$ cat config.mk
export PLATFORM = sky130hd
export DESIGN_NAME = uart_frame_sched
export DESIGN_NICKNAME = d
export VERILOG_FILES = /design/src/rtl/uart_frame_sched.sv
export SDC_FILE = /design/constraint.sdc
export NUM_CORES = 1
export LEC_CHECK = 0
export ABC_AREA = 1
export CORE_UTILIZATION = 39
export DETAILED_ROUTE_END_ITERATION = 6
export HOLD_SLACK_MARGIN = 0.06
export SYNTH_ARGS = -nofsm -noshare
export SYNTH_HDL_FRONTEND = slang
export SYNTH_SLANG_ARGS = --single-unit
$ cat constraint.sdc
create_clock -name clk -period 3.9 [get_ports clk]
set_clock_uncertainty 0.1 [all_clocks]
set_input_delay 0.78 -clock clk [delete_from_list [all_inputs] [get_ports clk]]
set_output_delay 0.78 -clock clk [all_outputs]
set_load 0.02 [all_outputs]
$ cat src/rtl/uart_frame_sched.sv
// Round-robin frame scheduler for a byte-wide UART transmitter: arbitrates two
// requesters, frames each payload (header, src/len, payload, XOR checksum) and paces the bytes.
module uart_frame_sched #(
  parameter int unsigned TIMEOUT = 65535,
  parameter int unsigned GAP     = 2,
  parameter logic [7:0]  HDR     = 8'hA5
) (
  input  logic        clk,
  input  logic        rst_n,
  input  logic        req0,
  input  logic [2:0]  len0,
  input  logic [31:0] pay0,
  output logic        ack0,
  input  logic        req1,
  input  logic [2:0]  len1,
  input  logic [31:0] pay1,
  output logic        ack1,
  output logic        send_en,
  output logic [7:0]  data,
  input  logic        tx_done,
  output logic        busy,
  output logic        grant_id,
  output logic        frame_done,
  output logic        err_timeout,
  output logic        err_len
);

  localparam logic [2:0] S_IDLE = 3'd0;
  localparam logic [2:0] S_SEND = 3'd1;
  localparam logic [2:0] S_WAIT = 3'd2;
  localparam logic [2:0] S_GAP  = 3'd3;
  localparam logic [2:0] S_DONE = 3'd4;

  // The SEND cycle is the last of the GAP idle cycles, so the GAP state holds GAP-1 cycles.
  localparam logic [15:0] GAP_LAST  = (GAP > 1) ? 16'(GAP - 2) : 16'd0;
  localparam logic [15:0] WDOG_LAST = 16'(TIMEOUT - 1);

  logic [2:0]  state;
  logic [2:0]  idx;
  logic [2:0]  len_q;
  logic [31:0] pay_q;
  logic [7:0]  csum;
  logic [15:0] wdog;
  logic [15:0] gap_cnt;
  logic        last_grant;

  logic        req_eff0, req_eff1, any_req, g, len_ok, is_last;
  logic [2:0]  g_len;
  logic [31:0] g_pay;
  logic [7:0]  cur_byte;

  // A request still high during its own ack cycle is the one just served, not a new one.
  assign req_eff0 = req0 & ~ack0;
  assign req_eff1 = req1 & ~ack1;
  assign any_req  = req_eff0 | req_eff1;
  assign g        = (req_eff0 & req_eff1) ? ~last_grant : req_eff1;
  assign g_len    = g ? len1 : len0;
  assign g_pay    = g ? pay1 : pay0;
  assign len_ok   = (g_len != 3'd0) && (g_len <= 3'd4);
  assign is_last  = ({1'b0, idx} == ({1'b0, len_q} + 4'd2));
  assign busy     = (state != S_IDLE);

  always_comb begin
    // NOTE: default first so every path assigns cur_byte and no latch is inferred.
    cur_byte = csum;
    if (idx == 3'd0) begin
      cur_byte = HDR;
    end else if (idx == 3'd1) begin
      cur_byte = {grant_id, 4'b0000, len_q};
    end else if (!is_last) begin
      case (idx)
        3'd2:    cur_byte = pay_q[7:0];
        3'd3:    cur_byte = pay_q[15:8];
        3'd4:    cur_byte = pay_q[23:16];
        default: cur_byte = pay_q[31:24];
      endcase
    end
  end

  always_ff @(posedge clk or negedge rst_n) begin
    if (!rst_n) begin
      state       <= S_IDLE;
      idx         <= 3'd0;
      len_q       <= 3'd0;
      pay_q       <= 32'd0;
      csum        <= 8'd0;
      wdog        <= 16'd0;
      gap_cnt     <= 16'd0;
      last_grant  <= 1'b1;
      ack0        <= 1'b0;
      ack1        <= 1'b0;
      send_en     <= 1'b0;
      data        <= 8'd0;
      grant_id    <= 1'b0;
      frame_done  <= 1'b0;
      err_timeout <= 1'b0;
      err_len     <= 1'b0;
    end else begin
      // NOTE: non-blocking defaults here make every strobe a single-cycle pulse.
      ack0        <= 1'b0;
      ack1        <= 1'b0;
      send_en     <= 1'b0;
      frame_done  <= 1'b0;
      err_timeout <= 1'b0;
      err_len     <= 1'b0;
      case (state)
        S_IDLE: begin
          if (any_req) begin
            ack0       <= ~g;
            ack1       <= g;
            grant_id   <= g;
            last_grant <= g;
            len_q      <= g_len;
            pay_q      <= g_pay;
            csum       <= 8'd0;
            idx        <= 3'd0;
            if (len_ok) state   <= S_SEND;
            else        err_len <= 1'b1;
          end
        end
        S_SEND: begin
          send_en <= 1'b1;
          data    <= cur_byte;
          wdog    <= 16'd0;
          if (idx != 3'd0 && !is_last) csum <= csum ^ cur_byte;
          state   <= S_WAIT;
        end
        S_WAIT: begin
          if (tx_done) begin
            if (is_last) begin
              state <= S_DONE;
            end else begin
              idx     <= idx + 3'd1;
              gap_cnt <= 16'd0;
              state   <= (GAP > 1) ? S_GAP : S_SEND;
            end
          end else if (wdog == WDOG_LAST) begin
            err_timeout <= 1'b1;
            state       <= S_IDLE;
          end else begin
            wdog <= wdog + 16'd1;
          end
        end
        S_GAP: begin
          if (gap_cnt == GAP_LAST) state   <= S_SEND;
          else                     gap_cnt <= gap_cnt + 16'd1;
        end
        S_DONE: begin
          frame_done <= 1'b1;
          state      <= S_IDLE;
        end
        default: state <= S_IDLE;
      endcase
    end
  end

endmodule

== Word-level counts from Yosys, hierarchy flattened ==
Index checks and enable logic that the tools add are counted.

* $add $sub $neg: 4
* $lt $le $gt $ge: 1
* Equal/unequal tests: 20
* Multiplexer cells: 40
* Bitwise gates (word level): 9
* Reductions and logical operators: 19

{| class="wikitable"
|+ Operators by type and width
! cell !! number
|-
| 16-bit 2-to-1 mux || 5
|-
| 16-bit case mux with 2 select lines || 2
|-
| 8-bit 2-to-1 mux || 5
|-
| 16-bit by 1-bit adder with 16-bit output (second input constant) || 2
|-
| 32-bit 2-to-1 mux || 1
|-
| 3-bit 2-to-1 mux || 10
|-
| 8-bit case mux with 3 select lines || 1
|-
| 2-bit inequality test (second input constant) || 9
|-
| 16-bit == test (second input constant) || 1
|-
| 16-bit logical NOT || 1
|-
| 8-bit case mux with 2 select lines || 1
|-
| 1-bit 2-to-1 mux || 13
|-
| 3-bit by 2-bit == test with 1-bit output (second input constant) || 4
|-
| 3-bit case mux with 4 select lines || 1
|-
| 4-bit AND reduction || 3
|-
| 3-bit nonzero test || 3
|-
| 2-bit nonzero test || 4
|-
| 8-bit bitwise XOR || 1
|-
| 3-bit by 1-bit == test with 1-bit output (second input constant) || 2
|-
| 3-bit == test (second input constant) || 2
|-
| 3-bit logical NOT || 2
|-
| 3-bit case mux with 2 select lines || 1
|-
| 3-bit AND reduction || 2
|-
| 3-bit by 2-bit adder with 4-bit output (second input constant) || 1
|-
| 10 further kinds || 16
|}

* Flip-flop bits (word level): 97
* Input port bits: 75
* Output and inout bits: 16
* Word-level logic and storage cells: 109

== Longest topological paths before layout ==
Gate-level depths: netlist of run 1.

* Depth in word-level cells: 10
* Mapped depth: 14
* Mapped depth without buffers: 14

== Least setup slack after synthesis of run 1 ==
No wires, ideal clock.

* Path type: input to register
* From: input req1
* To: register pay_q[0]
* Library setup time: 0.124 ns
* Data arrival time: 1.624 ns
* Required time: 3.676 ns
* Path slack: 2.052 ns
* Stages: 11
* Path buffers: 2
* Cells stage by stage: inv_1 > nor2_1 > inv_1 > nand2_1 > inv_1 > nor2_4 > inv_2 > buf_6 > buf_2 > nand2_1 > nand3_1

* Cells in the longest elaborated chain, start to end: 4
* Elaborated cells between the ends (all ways): 6
* Classes of those cells: mux (2); bitwise (3); reduce/logical (1)

{| class="wikitable"
|+ Ends and longest elaborated chain
! element !! RTL line !! text
|-
| start, declared || 14 || <nowiki>input logic req1,</nowiki>
|-
| 1-bit bitwise AND (*) || 54 || <nowiki>assign req_eff1 = req1 & ~ack1;</nowiki>
|-
| 1-bit bitwise AND || 56 || <nowiki>assign g = (req_eff0 & req_eff1) ? ~last_grant : req_eff1;</nowiki>
|-
| 1-bit 2-to-1 mux || 56 ||
|-
| 32-bit 2-to-1 mux || 58 || <nowiki>assign g_pay = g ? pay1 : pay0;</nowiki>
|-
| end signal, assigned || 114 || <nowiki>pay_q <= g_pay;</nowiki>
|-
| end, declared || 41 || <nowiki>logic [31:0] pay_q;</nowiki>
|}

Every way passes the cells marked *; elsewhere a longest branch is shown, timed or not.
A chain may end at the register's enable or synchronous reset.

== Final worst setup path of run 1 ==
* From: register state[0]
* To: output busy

* Cells in the longest elaborated chain, start to end: 1

{| class="wikitable"
|+ Ends and longest elaborated chain
! element !! RTL line !! text
|-
| start, declared || 38 || <nowiki>logic [2:0] state;</nowiki>
|-
| start signal, assigned || 135 || <nowiki>state <= (GAP > 1) ? S_GAP : S_SEND;</nowiki>
|-
| 3-bit nonzero test || 61 || <nowiki>assign busy = (state != S_IDLE);</nowiki>
|-
| end, declared || 21 || <nowiki>output logic busy,</nowiki>
|}

Every way passes these cells.

==> results of run 1 <==
## layout make-up
cell class	count	area, sq um
clock buffers	11	252.7
multi-input cells	525	2674
well taps	180	225.2
clock inverters	5	53.80
repair buffers	95	948.4
flip-flops and latches	97	2429
fillers	1339	7028
inverters	83	324.1
## logic make-up after synthesis
kind of cell               synth area share, %
AOI/OAI and AO/OA                        8.022
xor gates and xnor gates                 2.823
adders and majority gates                2.241
buffers and inverters                    8.626
DFF                                      43.49
and+or+nand+nor                          34.80
## where the power goes
group	switching, mW	total, mW	internal [mW]
combinational	1.27	1.95	0.683
clock	0.385	0.915	0.530
sequential	0.215	1.54	1.33
## layer usage
| metal | up-vias | part of all wire, % | global-route usage, % |
|---|---|---|---|
| met5 | - | 0 | 0 |
| met4 | 0 | 2.2 | 7.716 |
| met3 | 21 | 5.2 | 2.903 |
| met2 | 154 | 45 | 32.17 |
| met1 | 2270 | 48 | 27.75 |
| li1 | 2493 | - | - |
## worst reg2reg max path: cells and delay by family, from the launching register on
kind,cells,cell delay (ns)
flops,1,0.43
buf+inv,3,0.33
compound gates,2,0.57
simple gates,4,0.38
fa+ha+maj,1,0.29
## state kept, by name (all words and copies together) (netlist names), 3 cells and up
register  cells
idx           3
gap_cnt      16
pay_q        32
state         3
data          8
wdog         16
len_q         3
csum          8
## cells in the final DEF (no fill, tap or decap), drive strengths merged
master / count
inv: 81
nand2: 252
o22ai: 6
bufinv: 1
clkdlybuf4s50: 89
nor3: 19
clkbuf: 11
ha: 10
buf: 6
a22oi: 1
a21oi: 21
nand4: 10
nor4: 2
dfrtp: 96
o21ai: 38
xor2: 18
dfstp: 1
or2: 1
nand3: 102
nor2: 45
clkinv: 6
## worst max path at each step
stage	endpoint	depth (start not counted)	start	slack, ns
3_3_place_gp	csum[3]$_DFFE_PN0P_	12	req1	1.27
2_1_floorplan	pay_q[0]$_DFFE_PN0P_	11	req1	2.05
4_1_cts	busy	3	state[0]$_DFFE_PN0P_	1.26
5_1_grt	busy	3	state[0]$_DFFE_PN0P_	1.19
6_report	busy	3	state[0]$_DFFE_PN0P_	1.27
3_5_place_dp	csum[4]$_DFFE_PN0P_	12	req1	1.19
## per-stage QoR
step / instance area [sq um] / utilization, % / hold WS (ns)
after global routing: 6907 / 49.56 / 0.3561
after global placement: 6600 / 47.36 / 0.3330
after detailed placement: 6600 / 47.36 / 0.3232
after CTS: 6907 / 49.56 / 0.3326
after floorplan: 5584 / - / 0.3122
final: 6907 / 49.56 / 0.3311
==> metrics.md, run 1 <==
| Metric | Value |
|---|---|
| Setup-failing EPs final | `0` |
| Slowest stage delay, CP | `0.64 ns` |
| WP buf/inv | `2` |
| Status | `completed` |
| CP Data Required Time | `3.02 ns` |
| Leakage power | `3.249 nW` |
| Later-pin clock latency in the skew report | `0.35 ns` |
| Grt total ovfl | `0` |
| Antenna violations before repair | `0` |
| First-pass GRT wire length | `23.41 mm` |
| Final WS setup | `1.272 ns` |
| Top cell type's share of synthesized area | `43.02%` |
| CTS Buf Count | `9` |
| Critical-path cell list | `inv_1, nand3_2, clkdlybuf4s50_1` |
| Fmax | `380.5 MHz` |
| Rows | `43` |
| Max H-tree Level | `3` |
| Layout cell share with drive strength beyond 1 | `9.436%` |
| Deepest clock path buffer count | `2` |
| GRT Total Usage | `20.20%` |
| Synthesized area | `0.005584 sq mm` |
| Post-CTS Setup Repair Bufs | `0` |
| CP Launch Type | `register` |
| I/O pin count | `91` |
| GPL Wtd Cong | `0.9257` |
| Number of buffers added on ports | `90` |
| Cells after DPL | `980` |
| # Max-Cap Violations | `0` |
| CTS Hold Bufs | `0` |
| Clock transition at the registers of the reported paths | `0.07 ns` |
| Setup tns final | `0 ns` |
| Area grow syn2layout | `23.68%` |
| CP Max Fanout | `4` |
| DRT Wirelength | `13.76 mm` |
| Nets@finish | `896` |
| Slew Limit Fails | `0` |
| Yosys top cell by area | `dfrtp_1` |
| Reg2Reg Setup Slack | `1.71 ns` |
| Async set-reset flop share out of synthesis | `100.0%` |
| Final hold violation count | `0` |
| Syn Nets | `811` |
| Hold Path End | `frame_done$_DFF_PN0_` |
| N_diodes | `0` |
| CP Capture Type | `output port` |
| Post-cts sizing count | `0` |
| Routed vias | `4938` |
| Slew margin rel. | `47.72%` |
| R2R Path Start | `idx[0]$_DFFE_PN0P_` |
| Initial Util | `40.07%` |
| Antenna Nets Post-Route | `0` |
| Vias in the first global route | `4890` |
| Predominant post-synthesis flop cell | `dfrtp_1` |
| Cell family with most CP delay | `buffers and inverters` |
| Hold Path Class | `reg2reg` |
| R2R depth | `10` |
| Kind of critical path | `reg2out` |
| Mean Syn Cell Area | `7.692 sq um` |
| WL per Instance | `13.82 um` |
| Post-synth EDFFs | `0` |
| DRC viols | `0` |
| Hold Path Depth | `1` |
| Core Region | `0.01393 sq mm` |
| Fin crit period | `2.628 ns` |
| Clk root buf | `clkbuf_16` |
| Non-Filler Instances | `996` |
| CTS tree | `built` |
| Die height | `121.7 um` |
| Commonest cells post-synth | `nand2_1, dfrtp_1, nand3_1` |
| Dominant cell by count in the synthesized netlist | `nand2_1` |
| #FFs+latches synth | `97` |
| Synth unique cells | `39` |
| HPWL Detailed | `10.20 mm` |
| Sinks on the clock net | `97` |
| Worst R2R End | `csum[4]$_DFFE_PN0P_` |
| PwrDens | `638.4 mW/mm^2` |
| Via density | `4.958` |
| Worst EP arrival | `1.75 ns` |
| Die area | `0.01480 sq mm` |
| Sequential fraction of the synthesis area | `43.49%` |
| Synth area leaders | `dfrtp_1, nand2_1, nand3_1, inv_1, xor2_1` |
| RSZ-0062 raised after global routing | `no` |
| Crit share post-route | `67.39%` |
| Initial drt markers | `251` |
| HP Start | `state[1]$_DFFE_PN0P_` |
| Max VDD drop | `0.3338 mV` |
| Pwr Total | `4.409 mW` |
| Slowest-stage cell, CP | `clkdlybuf4s50_1` |
| Setup WS pre-CTS | `1.186 ns` |
| Pin count of the biggest net entering global routing | `59` |
| DR pass1 iterations | `5` |
| Ys Warns | `0` |
| Worst-Margin Slew | `0.7842 ns` |
| Synth Instances | `726` |
| Die Width | `121.7 um` |
Power figures use the tool's default switching activity.
==> run 2: changes to the inputs <==
Clock period 3.9 ns to 2.2 ns, I/O delays scaled along.
==> run 2 against run 1 <==
- setup slack worse by 1.1 ns
- utilization is 0.92 points higher
- power up 81%
- final area up 1.9%
- combinational power grew 93%
- sequential cell count unchanged
- global-route usage shrank 0.19 points
- worst hold slack improved by 0.017 ns
- via count grew 1.2%
- critical path depth is 7 higher
- critical endpoint is now csum[6]$_DFFE_PN0P_
==> metrics.md, run 2 (same netlist as run 1, synthesis figures left out) <==
| Metric | Value |
|---|---|
| Status | `completed` |
| GPL Wtd Cong | `0.8313` |
| Commonest non-fill, non-tap cell in the layout | `nand2_1` |
| Clock transition at the registers of the reported paths | `0.06 ns` |
| GRT Total Usage | `20.01%` |
| Slowest-stage cell, CP | `dfrtp_1` |
| Antenna violations before repair | `0` |
| Die height | `121.7 um` |
| Setup WS pre-CTS | `-0.06012 ns` |
| PwrDens | `1136 mW/mm^2` |
| CP Launch Type | `register` |
| Cells after DPL | `990` |
| Core Region | `0.01393 sq mm` |
| Layout cell share with drive strength beyond 1 | `11.43%` |
| Reg power frac | `34.1%` |
| Nets@finish | `911` |
| Final hold violation count | `0` |
| I/O pin count | `91` |
| Fill count | `1334` |
| Clk root buf | `clkbuf_16` |
| # Max-Cap Violations | `0` |
| Initial Util | `40.07%` |
| Largest regs | `pay_q (32), gap_cnt (16), wdog (16)` |
| Worst-Margin Slew | `0.5686 ns` |
| Fin crit period | `1.995 ns` |
| Clock power share | `18.6%` |
| Largest register FFs | `32` |
| DRC viols | `0` |
| Setup-failing EPs final | `0` |
| Area grow syn2layout | `25.99%` |
| Pin count of the biggest net entering global routing | `98` |
| Critical-path cell list | `ha_1, inv_1, nand2_1, nand3_2, nor2_4, buf_4, o21ai_4, nand3_1, o21ai_0, nor2_1` |
| Internal power | `4.565 mW` |
| Multi-input logic area | `0.002690 sq mm` |
| N_diodes | `0` |
| Non-Filler Instances | `1011` |
| Crit share post-route | `90.69%` |
| Routed vias | `4997` |
| Hold Path Class | `reg2reg` |
| Die Width | `121.7 um` |
| Max VDD drop | `0.4312 mV` |
| WL per Instance | `13.72 um` |
| HPWL Detailed | `10.27 mm` |
| First-pass GRT wire length | `23.15 mm` |
| Max H-tree Level | `3` |
| Sw power | `3.427 mW` |
| Number of buffers added on ports | `90` |
| Fmax | `501.2 MHz` |
| CP Data Required Time | `2.33 ns` |
| Switching share of power | `42.88%` |
| Antenna Nets Post-Route | `0` |
| DR pass1 iterations | `4` |
| Final WS setup | `0.2049 ns` |
| Grt total ovfl | `0` |
| Worst EP arrival | `2.13 ns` |
| Die area | `0.01480 sq mm` |
| Vias in the first global route | `4804` |
| Deepest clock path buffer count | `2` |
| Top reg by flops | `pay_q` |
| CTS tree | `built` |
| FF/Latch Area | `0.002430 sq mm` |
| Logic gate share of total power | `47.2%` |
| Leakage power | `3.305 nW` |
| Kind of critical path | `reg2reg` |
| DRT Wirelength | `13.87 mm` |
| Slowest stage delay, CP | `0.40 ns` |
| Slew margin rel. | `61.74%` |
| Commonest non-fill, non-tap cells in the layout | `nand2_1, nand3_1, dfrtp_1, clkdlybuf4s50_1, inv_1` |
| CP Max Fanout | `7` |
| Rows | `43` |
| Later-pin clock latency in the skew report | `0.35 ns` |
| Sinks on the clock net | `97` |
| Via density | `4.943` |
| CTS Buf Count | `9` |
| Slew Limit Fails | `0` |
| CP Capture Type | `register` |
| Initial drt markers | `298` |
| RSZ-0062 raised after global routing | `no` |
## run 2: cell count changes in the layout (fill, tap and decap cells not counted), moves of 2 or more
cell,before,now
clkinv_2,3,1
nor2_2,1,3
clkinvlp_4,0,4
buf_12,1,3
buf_4,5,16
nor2_1,40,38
## run 2: timing repair
action                                 CTS  global route
hold buffers                             0             1
endpoints found under the hold margin    0             1
pin swaps                                0             2
gates resized for setup                  1             4
setup endpoints to repair                1             9
cloned                                   0             1
setup buffers                            0             3
## run 2: area by class of cell
type                            count  share of cell area, %
Clock buffer                       10                  3.397
Tap cell                          180                  3.201
Timing Repair Buffer              109                  15.40
Multi-Input combinational cell    526                  38.24
Clock inverter                      6                 0.6224
Inverter                           83                  4.606
Sequential cell                    97                  34.54
## run 2: power by group through the flow
stage	registers, mW	clock network [mW]	logic [mW]
finish	2.73	1.49	3.77
global route	2.79	1.59	4.24
CTS	2.74	1.53	3.70
detailed placement	2.76	0	3.67
global placement	2.76	0	3.60
floorplan	2.77	0	2.51
## run 2: worst max-delay path: cells and delay by family (launching register included)
family,cells,cell delay (ns)
compound gates,2,0.43
simple gates,5,0.43
flops,1,0.40
fa+ha+maj,1,0.33
buf+inv,2,0.21
## run 2: worst paths after layout
path | start | to | slack [ns] | cells after the start
setup / recovery | len_q[1]$_DFFE_PN0P_ | csum[6]$_DFFE_PN0P_ | 0.20 | 10
hold / removal | state[1]$_DFFE_PN0P_ | frame_done$_DFF_PN0_ | 0.35 | 1
hold reg to reg | state[1]$_DFFE_PN0P_ | frame_done$_DFF_PN0_ | 0.35 | 1
max in group asynchronous | rst_n | last_grant$_DFFE_PN1P_ | 1.00 | 3
setup reg to reg | len_q[1]$_DFFE_PN0P_ | csum[6]$_DFFE_PN0P_ | 0.20 | 10
min in group asynchronous | rst_n | wdog[8]$_DFFE_PN0P_ | 0.56 | 3
## run 2: per-stage QoR
stage | power, mW | utilization [%] | setup TNS [ns] | hold slack [ns] | area (sq um)
2_1_floorplan | 5.279 | - | 0 | 0.04441 | 5584
3_3_place_gp | 6.367 | 48.08 | 0 | 0.3401 | 6700
3_5_place_dp | 6.436 | 48.08 | -0.06012 | 0.3313 | 6700
4_1_cts | 7.960 | 50.12 | 0 | 0.06072 | 6984
5_1_grt | 8.619 | 50.49 | 0 | 0.3771 | 7036
6_report | 7.992 | 50.49 | 0 | 0.3483 | 7036
## run 2: routing by layer
metal | GRT usage, % | wire, um | up-vias
li1 | - | - | 2532
met1 | 28.29 | 6633 | 2322
met2 | 31.07 | 6415 | 133
met3 | 3.324 | 679 | 10
met4 | 6.559 | 143 | 0
met5 | 0 | 0 | -
